==> src/rtl/ps2_scancode_decoder.sv <==
// ps2_scancode_decoder
// Decodes PS/2 Set-2 scan-code bytes (E0 / F0 / E1 prefixes) into a held-key
// bitmap for the game controls and a show-ahead FIFO of make/break events.
// Optional build macro: SCANCODE_TYPEMATIC_FILTER_EN -- when defined, repeated
// makes of an already-held mapped key are not pushed into the event FIFO.
module ps2_scancode_decoder #(
    parameter int FIFO_DEPTH  = 8,
    parameter int TIMEOUT_CYC = 2500000
) (
    input  logic       clk,
    input  logic       rst,
    input  logic [7:0] byte_in,
    input  logic       byte_valid,
    input  logic       evt_ready,
    input  logic       overflow_clr,
    output logic [4:0] keys_held,
    output logic       evt_valid,
    output logic [7:0] evt_code,
    output logic       evt_ext,
    output logic       evt_brk,
    output logic       overflow,
    output logic       busy
);

    localparam int AW = (FIFO_DEPTH > 1) ? $clog2(FIFO_DEPTH) : 1;
    localparam int CW = AW + 1;
    localparam int TW = $clog2(TIMEOUT_CYC) + 1;
    localparam logic [CW-1:0] FULL_CNT = CW'(FIFO_DEPTH);
    localparam logic [TW-1:0] TO_LAST  = TW'(TIMEOUT_CYC - 1);

    // Key map: bit order W, S, UP, DOWN, SPACE; codes packed LSB-first.
    localparam logic [39:0] KEY_CODES = {8'h29, 8'h72, 8'h75, 8'h1B, 8'h1D};
    localparam logic [4:0]  KEY_EXTS  = 5'b01100;

    typedef enum logic [2:0] {
        ST_IDLE,
        ST_EXT,
        ST_BRK,
        ST_EXT_BRK,
        ST_SKIP
    } state_t;

    state_t          state_q, state_d;
    logic [2:0]      skip_cnt_q, skip_cnt_d;
    logic [TW-1:0]   to_cnt_q, to_cnt_d;
    logic [4:0]      keys_held_q, keys_held_d;
    logic            overflow_q, overflow_d;
    logic [AW-1:0]   wr_ptr_q, wr_ptr_d;
    logic [AW-1:0]   rd_ptr_q, rd_ptr_d;
    logic [CW-1:0]   count_q, count_d;
    logic [9:0]      head_q, head_d;
    logic [9:0]      mem_q [FIFO_DEPTH];

    logic            is_prefix;
    logic            is_ignored;
    logic            timeout;
    logic            ev_fire;
    logic            ev_ext;
    logic            ev_brk;
    logic [4:0]      key_hit;
    logic            repeat_make;
    logic            push_req;
    logic            pop;
    logic            full;
    logic            push_ok;
    logic            drop;
    logic [9:0]      entry_new;

    // Byte classification shared by the FSM and the event decoder
    always_comb begin
        is_prefix  = (byte_in == 8'hE0) || (byte_in == 8'hF0) || (byte_in == 8'hE1);
        is_ignored = 1'b0;
        case (byte_in)
            8'h00, 8'hAA, 8'hEE, 8'hFA,
            8'hFC, 8'hFD, 8'hFE, 8'hFF: is_ignored = 1'b1;
            default:                    is_ignored = 1'b0;
        endcase
    end

    // Abandon a partial sequence when no follow-up byte arrives in time
    always_comb begin
        timeout  = (state_q != ST_IDLE) && !byte_valid && (to_cnt_q == TO_LAST);
        to_cnt_d = to_cnt_q + TW'(1);
        if (byte_valid || state_q == ST_IDLE) begin
            to_cnt_d = '0;
        end
    end

    // FSM state register (with skip and timeout counters)
    always_ff @(posedge clk or posedge rst) begin
        if (rst) begin
            state_q    <= ST_IDLE;
            skip_cnt_q <= '0;
            to_cnt_q   <= '0;
        end else begin
            state_q    <= state_d;
            skip_cnt_q <= skip_cnt_d;
            to_cnt_q   <= to_cnt_d;
        end
    end

    // FSM next-state logic: advance only on byte strobes, or fall back on timeout
    always_comb begin
        state_d    = state_q;
        skip_cnt_d = skip_cnt_q;
        if (byte_valid) begin
            case (state_q)
                ST_IDLE: begin
                    if (byte_in == 8'hE0) begin
                        state_d = ST_EXT;
                    end else if (byte_in == 8'hF0) begin
                        state_d = ST_BRK;
                    end else if (byte_in == 8'hE1) begin
                        state_d    = ST_SKIP;
                        skip_cnt_d = 3'd7;
                    end
                end
                ST_EXT: begin
                    if (byte_in == 8'hF0) begin
                        state_d = ST_EXT_BRK;
                    end else if (byte_in == 8'hE0 || byte_in == 8'hE1) begin
                        state_d = ST_EXT;
                    end else begin
                        state_d = ST_IDLE;
                    end
                end
                ST_BRK:     state_d = ST_IDLE;
                ST_EXT_BRK: state_d = ST_IDLE;
                ST_SKIP: begin
                    if (skip_cnt_q <= 3'd1) begin
                        state_d    = ST_IDLE;
                        skip_cnt_d = '0;
                    end else begin
                        skip_cnt_d = skip_cnt_q - 3'd1;
                    end
                end
                default: state_d = ST_IDLE;
            endcase
        end else if (timeout) begin
            state_d = ST_IDLE;
        end
    end

    // FSM output logic: which byte completes a make or break event
    always_comb begin
        ev_fire = 1'b0;
        ev_ext  = 1'b0;
        ev_brk  = 1'b0;
        if (byte_valid) begin
            case (state_q)
                ST_IDLE: begin
                    ev_fire = !is_prefix && !is_ignored;
                end
                ST_EXT: begin
                    ev_fire = !is_prefix && (byte_in != 8'h12);
                    ev_ext  = 1'b1;
                end
                ST_BRK: begin
                    ev_fire = !is_prefix;
                    ev_brk  = 1'b1;
                end
                ST_EXT_BRK: begin
                    ev_fire = !is_prefix && (byte_in != 8'h12);
                    ev_ext  = 1'b1;
                    ev_brk  = 1'b1;
                end
                default: ev_fire = 1'b0;
            endcase
        end
    end

    // Per-key match and held-bit update; ext flag must match the map entry
    generate
        for (genvar gi = 0; gi < 5; gi++) begin : g_key
            always_comb begin
                key_hit[gi]     = ev_fire && (byte_in == KEY_CODES[gi*8 +: 8])
                                  && (ev_ext == KEY_EXTS[gi]);
                keys_held_d[gi] = key_hit[gi] ? !ev_brk : keys_held_q[gi];
            end
        end
    endgenerate

    // Decide whether the decoded event enters the FIFO
    always_comb begin
        repeat_make = !ev_brk && |(key_hit & keys_held_q);
`ifdef SCANCODE_TYPEMATIC_FILTER_EN
        push_req    = ev_fire && !repeat_make;
`else
        push_req    = ev_fire;
`endif
        entry_new   = {ev_ext, ev_brk, byte_in};
    end

    // FIFO pointer/count bookkeeping, show-ahead head selection and overflow
    always_comb begin
        pop      = (count_q != '0) && evt_ready;
        full     = (count_q == FULL_CNT);
        push_ok  = push_req && (!full || pop);
        drop     = push_req && full && !pop;

        wr_ptr_d = push_ok ? wr_ptr_q + AW'(1) : wr_ptr_q;
        rd_ptr_d = pop     ? rd_ptr_q + AW'(1) : rd_ptr_q;

        count_d  = count_q;
        if (push_ok && !pop) begin
            count_d = count_q + CW'(1);
        end else if (pop && !push_ok) begin
            count_d = count_q - CW'(1);
        end

        // The head holds its last value when the FIFO drains.
        head_d = head_q;
        if (count_d != '0) begin
            if (push_ok && (wr_ptr_q == rd_ptr_d)) begin
                head_d = entry_new;
            end else begin
                head_d = mem_q[rd_ptr_d];
            end
        end

        // A new drop wins over a simultaneous clear.
        overflow_d = overflow_q;
        if (drop) begin
            overflow_d = 1'b1;
        end else if (overflow_clr) begin
            overflow_d = 1'b0;
        end
    end

    // FIFO storage; contents are only observed through the registered head
    always_ff @(posedge clk) begin
        if (push_ok) begin
            mem_q[wr_ptr_q] <= entry_new;
        end
    end

    // Key bitmap, FIFO control and status registers
    always_ff @(posedge clk or posedge rst) begin
        if (rst) begin
            keys_held_q <= '0;
            overflow_q  <= 1'b0;
            wr_ptr_q    <= '0;
            rd_ptr_q    <= '0;
            count_q     <= '0;
            head_q      <= '0;
        end else begin
            keys_held_q <= keys_held_d;
            overflow_q  <= overflow_d;
            wr_ptr_q    <= wr_ptr_d;
            rd_ptr_q    <= rd_ptr_d;
            count_q     <= count_d;
            head_q      <= head_d;
        end
    end

    assign keys_held = keys_held_q;
    assign evt_valid = (count_q != '0);
    assign evt_ext   = head_q[9];
    assign evt_brk   = head_q[8];
    assign evt_code  = head_q[7:0];
    assign overflow  = overflow_q;
    assign busy      = (state_q != ST_IDLE);

endmodule
==> config.mk <==
export PLATFORM = sky130hd
export DESIGN_NAME = ps2_scancode_decoder
export DESIGN_NICKNAME = d
export VERILOG_FILES = /design/src/rtl/ps2_scancode_decoder.sv
export SDC_FILE = /design/constraint.sdc
export NUM_CORES = 1
export LEC_CHECK = 0
export BUFFER_PORTS_ARGS = -buffer_cell sky130_fd_sc_hd__buf_2
export CORE_MARGIN = 1
export CORE_UTILIZATION = 60
export DETAILED_ROUTE_END_ITERATION = 16
export GPL_ROUTABILITY_DRIVEN = 0
export PLACE_DENSITY = 0.76
export RECOVER_POWER = 50
export SYNTH_ARGS = -nofsm -noshare
export SYNTH_HDL_FRONTEND = slang
export SYNTH_SLANG_ARGS = --single-unit
==> constraint.sdc <==
create_clock -name clk -period 3.5 [get_ports clk]
set_clock_uncertainty 0.05 [all_clocks]
set_input_delay 0.175 -clock clk [delete_from_list [all_inputs] [get_ports clk]]
set_output_delay 0.175 -clock clk [all_outputs]
set_load 0.02 [all_outputs]
; Word-level counts from Yosys, hierarchy flattened
; Memory sizes are Yosys's and may differ from the RTL's. A register that Yosys moved wholly into a read port is not among the register bits.
; Cells that the tools add are included.
[totals]
ff_bits = 45
latchBits = 0
mem_bits_rw = 80
mem_bits_ro = 0
input_bits = 13
output_inout_bits = 18
elab_cells = 122
memories = 1
[op_classes]
n_addsub = 6
mul = 0
div_mod_pow = 0
n_lt_le_gt_ge = 1
n_eq_ne = 27
shifts = 0
n_mux = 29
bitwise = 1
n_reduce_logical = 45
[memory_table]
columns = memory, words, width, rd, rd_clocked_by_memory_dff, write_ports, line_no
row1 = mem_q, 8, 10, 1, 1, 1, 52  ; logic [9:0] mem_q [FIFO_DEPTH];
[ops]
columns = operator, n
row1 = == test 8 bit (second input constant), 10
row2 = 2-to-1 mux 3 bit, 11
row3 = adder 23 x 1 -> 23 bit (second input constant), 1
row4 = == test 23 x 22 -> 1 bit (second input constant), 1
row5 = 2-to-1 mux 23 bit, 1
row6 = logical AND 1 bit, 20
row7 = == test 8 x 5 -> 1 bit (second input constant), 2
row8 = == test 8 x 7 -> 1 bit (second input constant), 2
row9 = 2-to-1 mux 1 bit, 11
row10 = case mux 3 bit (3 select lines), 1
row11 = == test 8 x 6 -> 1 bit (second input constant), 1
row12 = zero test 8 bit, 1
row13 = 2-to-1 mux 4 bit, 2
row14 = inequality test 8 x 5 -> 1 bit (second input constant), 1
row15 = nonzero test 4 bit, 2
row16 = OR reduction 8 bit, 1
row17 = zero test 1 bit, 7
row18 = adder 3 x 1 -> 3 bit (second input constant), 2
row19 = == test 3 x 2 -> 1 bit (second input constant), 2
row20 = case mux 3 bit (2 select lines), 1
row21 = nonzero test 2 bit, 3
row22 = logical OR 1 bit, 5
row23 = inequality test 5 x 3 -> 1 bit (second input constant), 1
row24 = AND reduction 5 bit, 1
row25 = 17 further kinds, 19

; Logic depth before layout (Yosys ltp)
; Gate-level depths: netlist (run 1).
[depth]
word_depth = 13
depth_mapped = 14
ltp_nobuf = 13

; Least setup slack after synthesis (run 1)
; Ideal clock, no wire load.
[synth_path]
path_kind = register to register
startpoint = register state_q[0]
endpoint = register head_q[1], read port of mem_q
setup_time_ns = 0.125
arrival_ns = 2.805
required_time_ns = 3.325
setup_slack_ns = 0.520
path_stages_with_launch = 9
path_buffers = 0
synth_period_minus_slack_ns = 2.980
path_cell_list = dfrtp_1 -> or4_1 -> a21oi_1 -> nand4b_1 -> nand3_2 -> mux2_2 -> a221o_1 -> nor3_4 -> mux2_2
[synth_via]
elab_chain_cells = 10
word_cells_on_any_way = 14
classes_between = eq/ne (3) / mux (4) / reduce/logical (7)
[synth_rtl]
columns = element, line_no
row1 = from (decl), 43  ; state_t state_q, state_d;
row2 = from (signal assigned), 96  ; state_q <= state_d;
row3 = == test 3 x 2 -> 1 bit / == test 3 x 1 -> 1 bit (equally long branches), 150  ; case (state_q)
row4 = OR reduction 2 bit (no source line), -
row5 = case mux 1 bit (3 select lines) (*), 150
row6 = 2-to-1 mux 1 bit (*), 149  ; if (byte_valid) begin
row7 = logical AND 1 bit (*), 198  ; push_ok = push_req && (!full || pop);
row8 = zero test 1 bit, 207  ; end else if (pop && !push_ok) begin
row9 = logical AND 1 bit, 207
row10 = 2-to-1 mux 4 bit, 207
row11 = 2-to-1 mux 4 bit (*), 205  ; if (push_ok && !pop) begin
row12 = via count_d[2], 50  ; logic [CW-1:0] count_q, count_d;
row13 = nonzero test 4 bit (*), 213  ; if (count_d != '0) begin
row14 = to (decl), 51  ; logic [9:0] head_q, head_d;
; The timed path passes the listed nets; every way through them passes the cells marked *.
; A chain may end at the register's enable or synchronous reset.

; Worst setup path in the final report (run 1)
[layout_path]
startpoint = input port byte_in[3]
endpoint = register head_q[6], read port of mem_q
[layout_via]
elab_chain_cells = 13
word_cells_on_any_way = 29
classes_between = eq/ne (11) / mux (5) / reduce/logical (13)
[layout_rtl]
columns = element, line_no
row1 = from (decl), 12  ; input logic [7:0] byte_in,
row2 = "== test 8 bit, or another cell as far along", 73  ; case (byte_in)
row3 = OR reduction 8 bit / logical OR 1 bit (equally long branches), "73, 71"
row4 = 2-to-1 mux 1 bit / logical OR 1 bit (equally long branches), "73, 71"
row5 = zero test 1 bit (on tied branches), "152, 155, 159"
row6 = logical AND 1 bit (on tied branches), "152, 155, 163"
row7 = case mux 1 bit (3 select lines) (*), 150
row8 = 2-to-1 mux 1 bit (*), 149
row9 = logical AND 1 bit (*), 198
row10 = zero test 1 bit, 207
row11 = logical AND 1 bit, 207
row12 = 2-to-1 mux 4 bit, 207
row13 = 2-to-1 mux 4 bit (*), 205
row14 = via count_d[2], 50
row15 = nonzero test 4 bit (*), 213
; Marked as above.

==> results_dict.tcl, run 1 <==
set metrics [dict create \
    status "complete, but fails checks" \
    violations "max-capacitance violations, max-slew violations" \
    cpMaxStageDelayCell "clkbuf_1" \
    ir_worst_vdd_mv 0.382 \
    cts-root-buf "clkbuf_8" \
    fin_setup_tns_ns 0 \
    post-route-min-period_ns 3.35 \
    grt_overflow 0 \
    yosysUniqueCellTypes 51 \
    cp_max_fo 14 \
    antenna_found_initial 0 \
    tightest_slew_ns 2.15 \
    wl_per_cell_um 20.1 \
    numCtsBuffers 17 \
    vias 4222 \
    cellPowerDensity_nw_per_um2 860 \
    cts_tree "built" \
    power_leakage_nw 2.68 \
    hpwl_um 9070 \
    die_area_um2 10600 \
    setup_viol 0 \
    cpPeakStageDelay_ns 0.57 \
    cp.depth 10 \
    drt_iter0_markers 244 \
    detail-route-antenna-nets 0 \
    cp-end-kind "register" \
    cts_sinks 135 \
    clock_path_buffers 2 \
    area_growth_pct 17.0 \
    viasPerCell 6.09 \
    yosysSeqAreaShare 0.618 \
    synthesis.area_um2 6110 \
    grt_pass1_wl_um 21800 \
    crit_arrival_ns 3.70 \
    path_clk_slew_ns 0.06 \
    coreArea_um2 9820 \
    cp.buffers_inverters 2 \
    fmax_mhz 299 \
    cts_setup_buffers 0 \
    critical-path-top-delay-family "simple AND/OR/NAND/NOR gates" \
    crit_type "in2reg" \
    rows 36 \
    synth_flop_cell "edfxtp_1" \
    wl_um 13900 \
    avgSynthCellArea_um2 12.3 \
    slew_headroom -0.433 \
    crit_path_start_kind "input pin" \
    maxCapViolations 1 \
    synth.ff_latch_count 135 \
    netlist_instances 497 \
    drive_gt1_frac 0.164 \
    dr.pass1.iters 6 \
    hold_viol 0 \
    hold_path_class "in2reg" \
    crit_top_cell "mux2_2" \
    holdPathStages 3 \
    clk_latency_ns 0.52 \
    track_usage 0.287 \
    r2r_cells 8 \
    rsz0062_at_grt "false" \
    fp.dieH_um 103 \
    synth.net_count 517 \
    die_w_um 103 \
    start_util 0.623 \
    hold-worst-slack_ns 0.0904 \
    grt_pass1_vias 4336 \
    cts_max_level 4 \
    finalCritPeriodShare 0.957 \
    yosysWarnings 0 \
    crit_chain "dlygate4sd3_1 > clkbuf_1 > and3_1 > and4b_1 > a21oi_2 > nand3_2 > mux2_2 > a221o_1 > nor3_4 > mux2_2" \
    ios 31 \
    num-nets-final 567 \
    portBuffers 30 \
    synth_edf_count 80 \
    antenna_cells 0 \
    async_flop_share 0.407 \
    slew_violations 56 \
    cp.required_ns 3.85 \
    grt_max_degree 56 \
    drc 0 \
]
-- layout make-up --
type | instances | area [um^2]
Sequential cell | 135 | 3780
Fill cell | 710 | 2670
Multi-Input combinational cell | 325 | 2210
Clock buffer | 22 | 463
Timing Repair Buffer | 54 | 298
Clock inverter | 10 | 190
Tap cell | 133 | 166
Inverter | 14 | 52.6
-- cells in the mapped netlist (9+ instances only) --
| cell type | instances | area (um^2) |
|---|---|---|
| nand3_1 | 14 | 70.1 |
| a31oi_1 | 11 | 68.8 |
| dfrtp_1 | 55 | 1380 |
| edfxtp_1 | 80 | 2400 |
| mux2_2 | 32 | 360 |
| xnor2_1 | 9 | 78.8 |
| a21oi_1 | 9 | 45.0 |
| clkbuf_1 | 17 | 63.8 |
| inv_1 | 13 | 48.8 |
| a22o_1 | 11 | 96.3 |
| a22oi_1 | 10 | 75.1 |
| xor2_1 | 15 | 131 |
| o21ai_0 | 15 | 75.1 |
| o22ai_1 | 21 | 131 |
| nor2_1 | 38 | 143 |
| nand2_1 | 50 | 188 |
-- tightest hold or removal path: cells and delay by family --
| kind | cells | cell delay, ns |
|---|---|---|
| AOI/OAI and AO/OA | 1 | 0.09 |
| and+or+nand+nor | 1 | 0.18 |
| buffers and inverters | 1 | 0.17 |
-- placed cells by master, fill, tap and decap left out, types with 3 or more instances in the layout --
master	count
buf_2	7
nor4b_1	3
clkbuf_8	4
xnor2_1	9
bufinv_16	5
and3_1	6
ha_1	7
nand3_1	14
nand2_1	50
nor3_1	7
nand2b_1	4
a22oi_1	10
dlygate4sd3_1	6
buf_4	13
edfxtp_1	80
nor3b_1	5
a31oi_1	11
clkinvlp_4	3
clkbuf_16	16
a21oi_1	9
a22o_1	11
clkbuf_1	30
nor2_1	37
inv_1	13
nor4_1	5
mux2_2	32
mux2i_1	4
nand4b_1	4
o22ai_1	21
xor2_1	15
dfrtp_1	55
and2_1	3
o21ai_0	15
nand4_1	5
or3_1	5
nor2b_1	4
-- stage by stage --
step / worst slack (ns) / utilization / power [mW] / area [um^2] / cells
after CTS: 0.195 / 0.731 / 6.17 / 7180 / 691
after detailed placement: 0.237 / 0.660 / 4.23 / 6480 / 655
after global placement: 0.290 / 0.660 / 4.12 / 6480 / 655
after global routing: 0.0213 / 0.729 / 6.43 / 7150 / 693
final: 0.150 / 0.729 / 6.15 / 7150 / 693
after floorplan: 0.520 / - / 3.63 / 6110 / 497
-- cells by family (layout without fill, tap and decap cells) --
logic type,Yosys count,count (layout),synth area share
and+or+nand+nor,168,168,0.143
xor gates and xnor gates,25,25,0.0370
DFF,135,135,0.618
muxes,37,37,0.0673
AOI/OAI and AO/OA,88,88,0.0962
buffers and inverters,37,100,0.0243
adders and majority gates,7,7,0.0143
-- final timing paths --
path | to | slack (ns) | startpoint
worst max-delay path | head_q[6]$_DFFE_PP0P_ | 0.15 | byte_in[3]
max in group asynchronous | head_q[6]$_DFFE_PP0P_ | 1.29 | rst
worst min register to register | keys_held[1]$_DFFE_PP0P_ | 0.44 | keys_held[1]$_DFFE_PP0P_
min in group asynchronous | keys_held[2]$_DFFE_PP0P_ | 0.87 | rst
worst max register to register | head_q[6]$_DFFE_PP0P_ | 0.20 | state_q[0]$_DFFE_PP0P_
worst min-delay path | overflow$_DFFE_PP0P_ | 0.09 | evt_ready
-- what timing repair did --
| item | 4_1_cts | 5_1_grt |
|---|---|---|
| resized for setup | 0 | 3 |
| hold endpoints to repair | 64 | 11 |
| hold buffers | 4 | 2 |
| setup endpoints to repair | 0 | 9 |
-- flip-flops by register name, indices dropped and copies added, names as in the netlist --
register,flops
count_q,4
head_q,10
keys_held,5
mem_q,80
overflow,1
rd_ptr_q,3
skip_cnt_q,3
state_q,3
to_cnt_q,23
wr_ptr_q,3
-- layer usage --
| metal | track usage | routed length, um | vias up |
|---|---|---|---|
| li1 | - | - | 1954 |
| met1 | 0.334 | 5510 | 2090 |
| met2 | 0.512 | 7370 | 147 |
| met3 | 0.0800 | 762 | 31 |
| met4 | 0.0964 | 265 | 0 |
| met5 | 0 | 0 | - |
-- power breakdown --
group          internal, mW  total (mW)  switching (mW)
Combinational         0.886        2.06            1.17
Sequential             1.97        2.15           0.179
Clock                  1.29        1.94           0.649
Total                  4.15        6.15            2.00
(Power assumes the default switching activity.)
==> run 2: changes to the inputs <==
Clock period 3.5 ns to 3.7 ns, I/O delays scaled along.
==> run 2 against run 1 <==
Compared with the run above:
- the flow now finishes without violations
- worst hold slack better by 0.0020 ns
- sequential power fell by 5%
- via count shrank 0.59%
- largest cell class unchanged
- highest routed layer unchanged
==> results_dict.tcl, run 2 (synthesis gave the netlist of run 1 again) <==
set metrics [dict create \
    power_leakage_nw 2.64 \
    cts_hold_buf 3 \
    grt_overflow 0 \
    rsz0062_at_grt "false" \
    hpwl_um 8810 \
    worstHoldEndpoint "overflow$_DFFE_PP0P_" \
    rr_endpoint "head_q[9]$_DFFE_PP0P_" \
    top_register "mem_q" \
    cp.required_ns 4.05 \
    hold_path_class "in2reg" \
    cts_max_level 4 \
    clk_latency_ns 0.52 \
    crit_arrival_ns 3.76 \
    path_clk_slew_ns 0.06 \
    wl_um 13600 \
    slew_violations 0 \
    rr_startpoint "state_q[0]$_DFFE_PP0P_" \
    top_layer "met4" \
    start_util 0.623 \
    cts_sinks 135 \
    dr.pass1.iters 5 \
    setup_ws_ns 0.295 \
    m1WireLength_um 5610 \
    ir_worst_vdd_mv 0.432 \
    post-place-ws_ns 0.361 \
    mostFrequentLayoutCell "edfxtp_1" \
    ios 31 \
    cts-root-buf "clkbuf_8" \
    antenna_cells 0 \
    viasPerCell 6.09 \
    largestRegisters "mem_q x80, to_cnt_q x23, head_q x10" \
    drt_iter0_markers 253 \
    drive_gt1_frac 0.156 \
    cts_setup_buffers 0 \
    worstHoldStart "evt_ready" \
    cp_max_fo 10 \
    clock_path_buffers 2 \
    grt_max_degree 56 \
    r2r_slack_ns 0.30 \
    rows 36 \
    drc 0 \
    fmax_mhz 294 \
    maxCapViolations 0 \
    finalCritPeriodShare 0.920 \
    post-route-min-period_ns 3.40 \
    power_mw 5.67 \
    fin_setup_tns_ns 0 \
    wl_per_cell_um 19.7 \
    utilization 0.719 \
    fp.dieH_um 103 \
    cp-end-kind "register" \
    tightest_slew_ns 1.41 \
    numCtsBuffers 17 \
    track_usage 0.283 \
    slew_headroom 0.0567 \
    holdPathStages 3 \
    status "complete, no violations" \
    detail-route-antenna-nets 0 \
    setup_viol 0 \
    num-nets-final 563 \
    coreArea_um2 9820 \
    crit_type "reg2reg" \
    portBuffers 30 \
    die_area_um2 10600 \
    cellPowerDensity_nw_per_um2 803 \
    grt_pass1_wl_um 21600 \
    antenna_found_initial 0 \
    vias 4197 \
    largest_register_ffs 80 \
    post_cts_resized 0 \
    final_cell_mix "edfxtp_1, dfrtp_1, nand2_1, nor2_1, mux2_2" \
    cts_tree "built" \
    crit_path_start_kind "register" \
    fill_cells 702 \
    area_growth_pct 15.5 \
    r2r_cells 8 \
    hold_viol 0 \
    die_w_um 103 \
    dr_wl_met3_um 743 \
    wl_met2_um 6890 \
    grt_pass1_vias 4116 \
]
## run 2: cell count changes in the layout (fill, tap and decap cells not counted), moves of 2 or more
cell	previous run	this run
clkbuf_8	4	1
clkinv_4	0	2
dlygate4sd3_1	6	3
clkinv_1	1	3
clkinv_2	0	2
## run 2: critical path, cell delays in order, from the launching register on
cell	delay [ns]
dfrtp_1	0.45
or4_1	0.50
a21oi_1	0.20
nand4b_1	0.18
nand3_2	0.21
mux2_2	0.35
a221o_1	0.40
nor3_4	0.53
mux2_2	0.41
## run 2: final cells by class
class                           instances  area [um^2]  area share
Sequential cell                       135         3780       0.535
Multi-Input combinational cell        325         2200       0.311
Clock buffer                           19          422      0.0597
Timing Repair Buffer                   50          264      0.0374
Clock inverter                         13          179      0.0253
Tap cell                              133          166      0.0236
Inverter                               14         52.6     0.00744
## run 2: layer usage
layer	vias up	GRT usage
met2	129	0.473
met3	35	0.0725
met1	2086	0.358
met5	-	0
met4	0	0.103
li1	1947	-
## run 2: worst max-delay path by stage
stage / startpoint / end / slack, ns / cells after the start
3_3_place_gp: state_q[0]$_DFFE_PP0P_ / head_q[1]$_DFFE_PP0P_ / 0.46 / 8
6_report: state_q[0]$_DFFE_PP0P_ / head_q[9]$_DFFE_PP0P_ / 0.30 / 8
4_1_cts: state_q[0]$_DFFE_PP0P_ / head_q[9]$_DFFE_PP0P_ / 0.30 / 8
3_5_place_dp: count_q[0]$_DFF_PP0_ / head_q[9]$_DFFE_PP0P_ / 0.36 / 10
2_1_floorplan: state_q[0]$_DFFE_PP0P_ / head_q[1]$_DFFE_PP0P_ / 0.72 / 8
5_1_grt: state_q[0]$_DFFE_PP0P_ / head_q[9]$_DFFE_PP0P_ / 0.13 / 8
## run 2: power breakdown
part | internal, mW | switching, mW | total (mW)
combinational | 0.823 | 1.10 | 1.92
clock | 1.09 | 0.622 | 1.71
sequential | 1.87 | 0.168 | 2.04
total | 3.78 | 1.89 | 5.67
## run 2: stage by stage
step | area (um^2) | std cells | hold slack, ns
2_1_floorplan | 6110 | 497 | 0.234
3_3_place_gp | 6470 | 654 | 0.349
3_5_place_dp | 6470 | 654 | 0.351
4_1_cts | 7110 | 689 | 0.00318
5_1_grt | 7060 | 689 | 0.100
6_report | 7060 | 689 | 0.0924
==> run 3: changes to the inputs <==
Settings changed: CELL_PAD_IN_SITES_DETAIL_PLACEMENT from default to 0, CELL_PAD_IN_SITES_GLOBAL_PLACEMENT from default to 2, CORE_UTILIZATION 60 to 42.
==> run 3 against run 2 <==
Compared with the run above:
- the flow now finishes with violations (max-capacitance violations, max-slew violations)
- count of clock-buffer cells in the layout fell by 1
- non-clock buffer count rose by 4
- global-route usage fell by 7.7 points
- critical endpoint is now head_q[5]$_DFFE_PP0P_
==> results_dict.tcl, run 3 (synthesis gave the netlist of run 1 again) <==
set metrics [dict create \
    finalCritPeriodShare 0.911 \
    hold_viol 0 \
    wl_per_cell_um 18.8 \
    worstHoldStart "byte_valid" \
    start_util 0.435 \
    utilization 0.509 \
    ir_worst_vdd_mv 0.321 \
    drc 0 \
    portBuffers 30 \
    largest_register_ffs 80 \
    cts-root-buf "clkbuf_16" \
    antenna_found_initial 0 \
    tightest_slew_ns 1.99 \
    post-route-min-period_ns 3.37 \
    grt_overflow 0 \
    die_area_um2 15000 \
    worstHoldEndpoint "state_q[2]$_DFFE_PP0P_" \
    dr.pass1.iters 5 \
    track_usage 0.206 \
    power_leakage_nw 2.67 \
    fp.dieH_um 123 \
    status "complete, but fails checks" \
    crit_arrival_ns 3.62 \
    numCtsBuffers 17 \
    cts_max_level 4 \
    antenna_cells 0 \
    largestRegisters "mem_q x80, to_cnt_q x23, head_q x10" \
    m1WireLength_um 6390 \
    crit_type "reg2reg" \
    clk_latency_ns 0.41 \
    post-route-cell-area_um2 7150 \
    rr_endpoint "head_q[5]$_DFFE_PP0P_" \
    top_layer "met4" \
    wl_um 13900 \
    holdPathStages 3 \
    hold_path_class "in2reg" \
    fin_setup_tns_ns 0 \
    path_clk_slew_ns 0.06 \
    cp-end-kind "register" \
    cts_tree "built" \
    setup_ws_ns 0.328 \
    area_growth_pct 16.9 \
    fmax_mhz 297 \
    grt_max_degree 37 \
    dr_wl_met3_um 486 \
    setup_viol 0 \
    cts_setup_buffers 0 \
    post_cts_resized 0 \
    top_register "mem_q" \
    ios 31 \
    grt_pass1_wl_um 22500 \
    vias 4116 \
    num-nets-final 567 \
    hpwl_um 9440 \
    crit_path_start_kind "register" \
    cp_max_fo 10 \
    mostFrequentLayoutCell "edfxtp_1" \
    rsz0062_at_grt "false" \
    coreArea_um2 14000 \
    grt_pass1_vias 4205 \
    slew_violations 37 \
    rr_startpoint "state_q[0]$_DFFE_PP0P_" \
    drt_iter0_markers 382 \
    detail-route-antenna-nets 0 \
    dpl-instance-area_um2 6570 \
    r2r_cells 8 \
    die_w_um 123 \
    final_cell_mix "edfxtp_1, dfrtp_1, nand2_1, nor2_1, mux2_2" \
    cp.required_ns 3.95 \
    r2r_slack_ns 0.33 \
    rows 43 \
    viasPerCell 5.56 \
    drive_gt1_frac 0.170 \
    cellPowerDensity_nw_per_um2 796 \
    slew_headroom -0.328 \
    wl_met2_um 6950 \
    cts_sinks 135 \
    maxCapViolations 1 \
    post-place-ws_ns 0.345 \
    violations "max-capacitance violations, max-slew violations" \
    clock_path_buffers 2 \
]
## run 3: cell count changes in the layout (fill, tap and decap cells not counted), sizes merged
| cell | change |
|---|---|
| buf | +5 |
| bufinv | -2 |
| clkbuf | -1 |
| clkinv | -3 |
| dlygate4sd3 | -1 |
| inv | +6 |
## run 3: metrics by stage
step           std cells  power [mW]  hold WS [ns]
6_report             740        5.69        0.0252
3_3_place_gp         706        4.01         0.195
5_1_grt              740        6.00        0.0435
2_1_floorplan        497        3.44         0.234
3_5_place_dp         706        4.04         0.202
4_1_cts              740        5.76        0.0112
## run 3: repair_timing
item | in CTS | in global routing
endpoints found under the setup margin | 0 | 0
hold buffers | 2 | 0
endpoints found under the hold margin | 20 | 0
## run 3: routing by layer
metal / GRT usage / vias to the layer above
li1: - / 1953
met1: 0.273 / 2075
met2: 0.336 / 79
met3: 0.0409 / 9
met4: 0.0739 / 0
met5: 0 / -
## run 3: layout make-up
cell class | instances | area [um^2]
fill | 1221 | 6900
sequential | 135 | 3780
multi-input combinational | 325 | 2200
clock buffer | 18 | 439
timing repair buffer | 54 | 290
tap | 180 | 225
clock inverter | 14 | 161
inverter | 14 | 52.6
## run 3: critical path, cell delays in order, from the launching register on
cell and delay [ns]:
dfrtp_1 0.45, or4_1 0.48, a21oi_1 0.15, nand4b_1 0.23
nand3_2 0.16, mux2_2 0.34, a221o_1 0.41, nor3_4 0.57
mux2_2 0.41
## run 3: worst max-delay path by stage
stage | start | to | slack [ns]
2_1_floorplan | state_q[0]$_DFFE_PP0P_ | head_q[1]$_DFFE_PP0P_ | 0.72
3_3_place_gp | state_q[0]$_DFFE_PP0P_ | head_q[3]$_DFFE_PP0P_ | 0.35
3_5_place_dp | state_q[0]$_DFFE_PP0P_ | head_q[2]$_DFFE_PP0P_ | 0.35
4_1_cts | state_q[0]$_DFFE_PP0P_ | head_q[9]$_DFFE_PP0P_ | 0.32
5_1_grt | count_q[0]$_DFF_PP0_ | head_q[9]$_DFFE_PP0P_ | 0.15
6_report | state_q[0]$_DFFE_PP0P_ | head_q[5]$_DFFE_PP0P_ | 0.33
## run 3: power breakdown
group | total [mW] | switching, mW | internal, mW
clock | 1.70 | 0.674 | 1.03
combinational | 1.96 | 1.10 | 0.856
sequential | 2.03 | 0.165 | 1.87
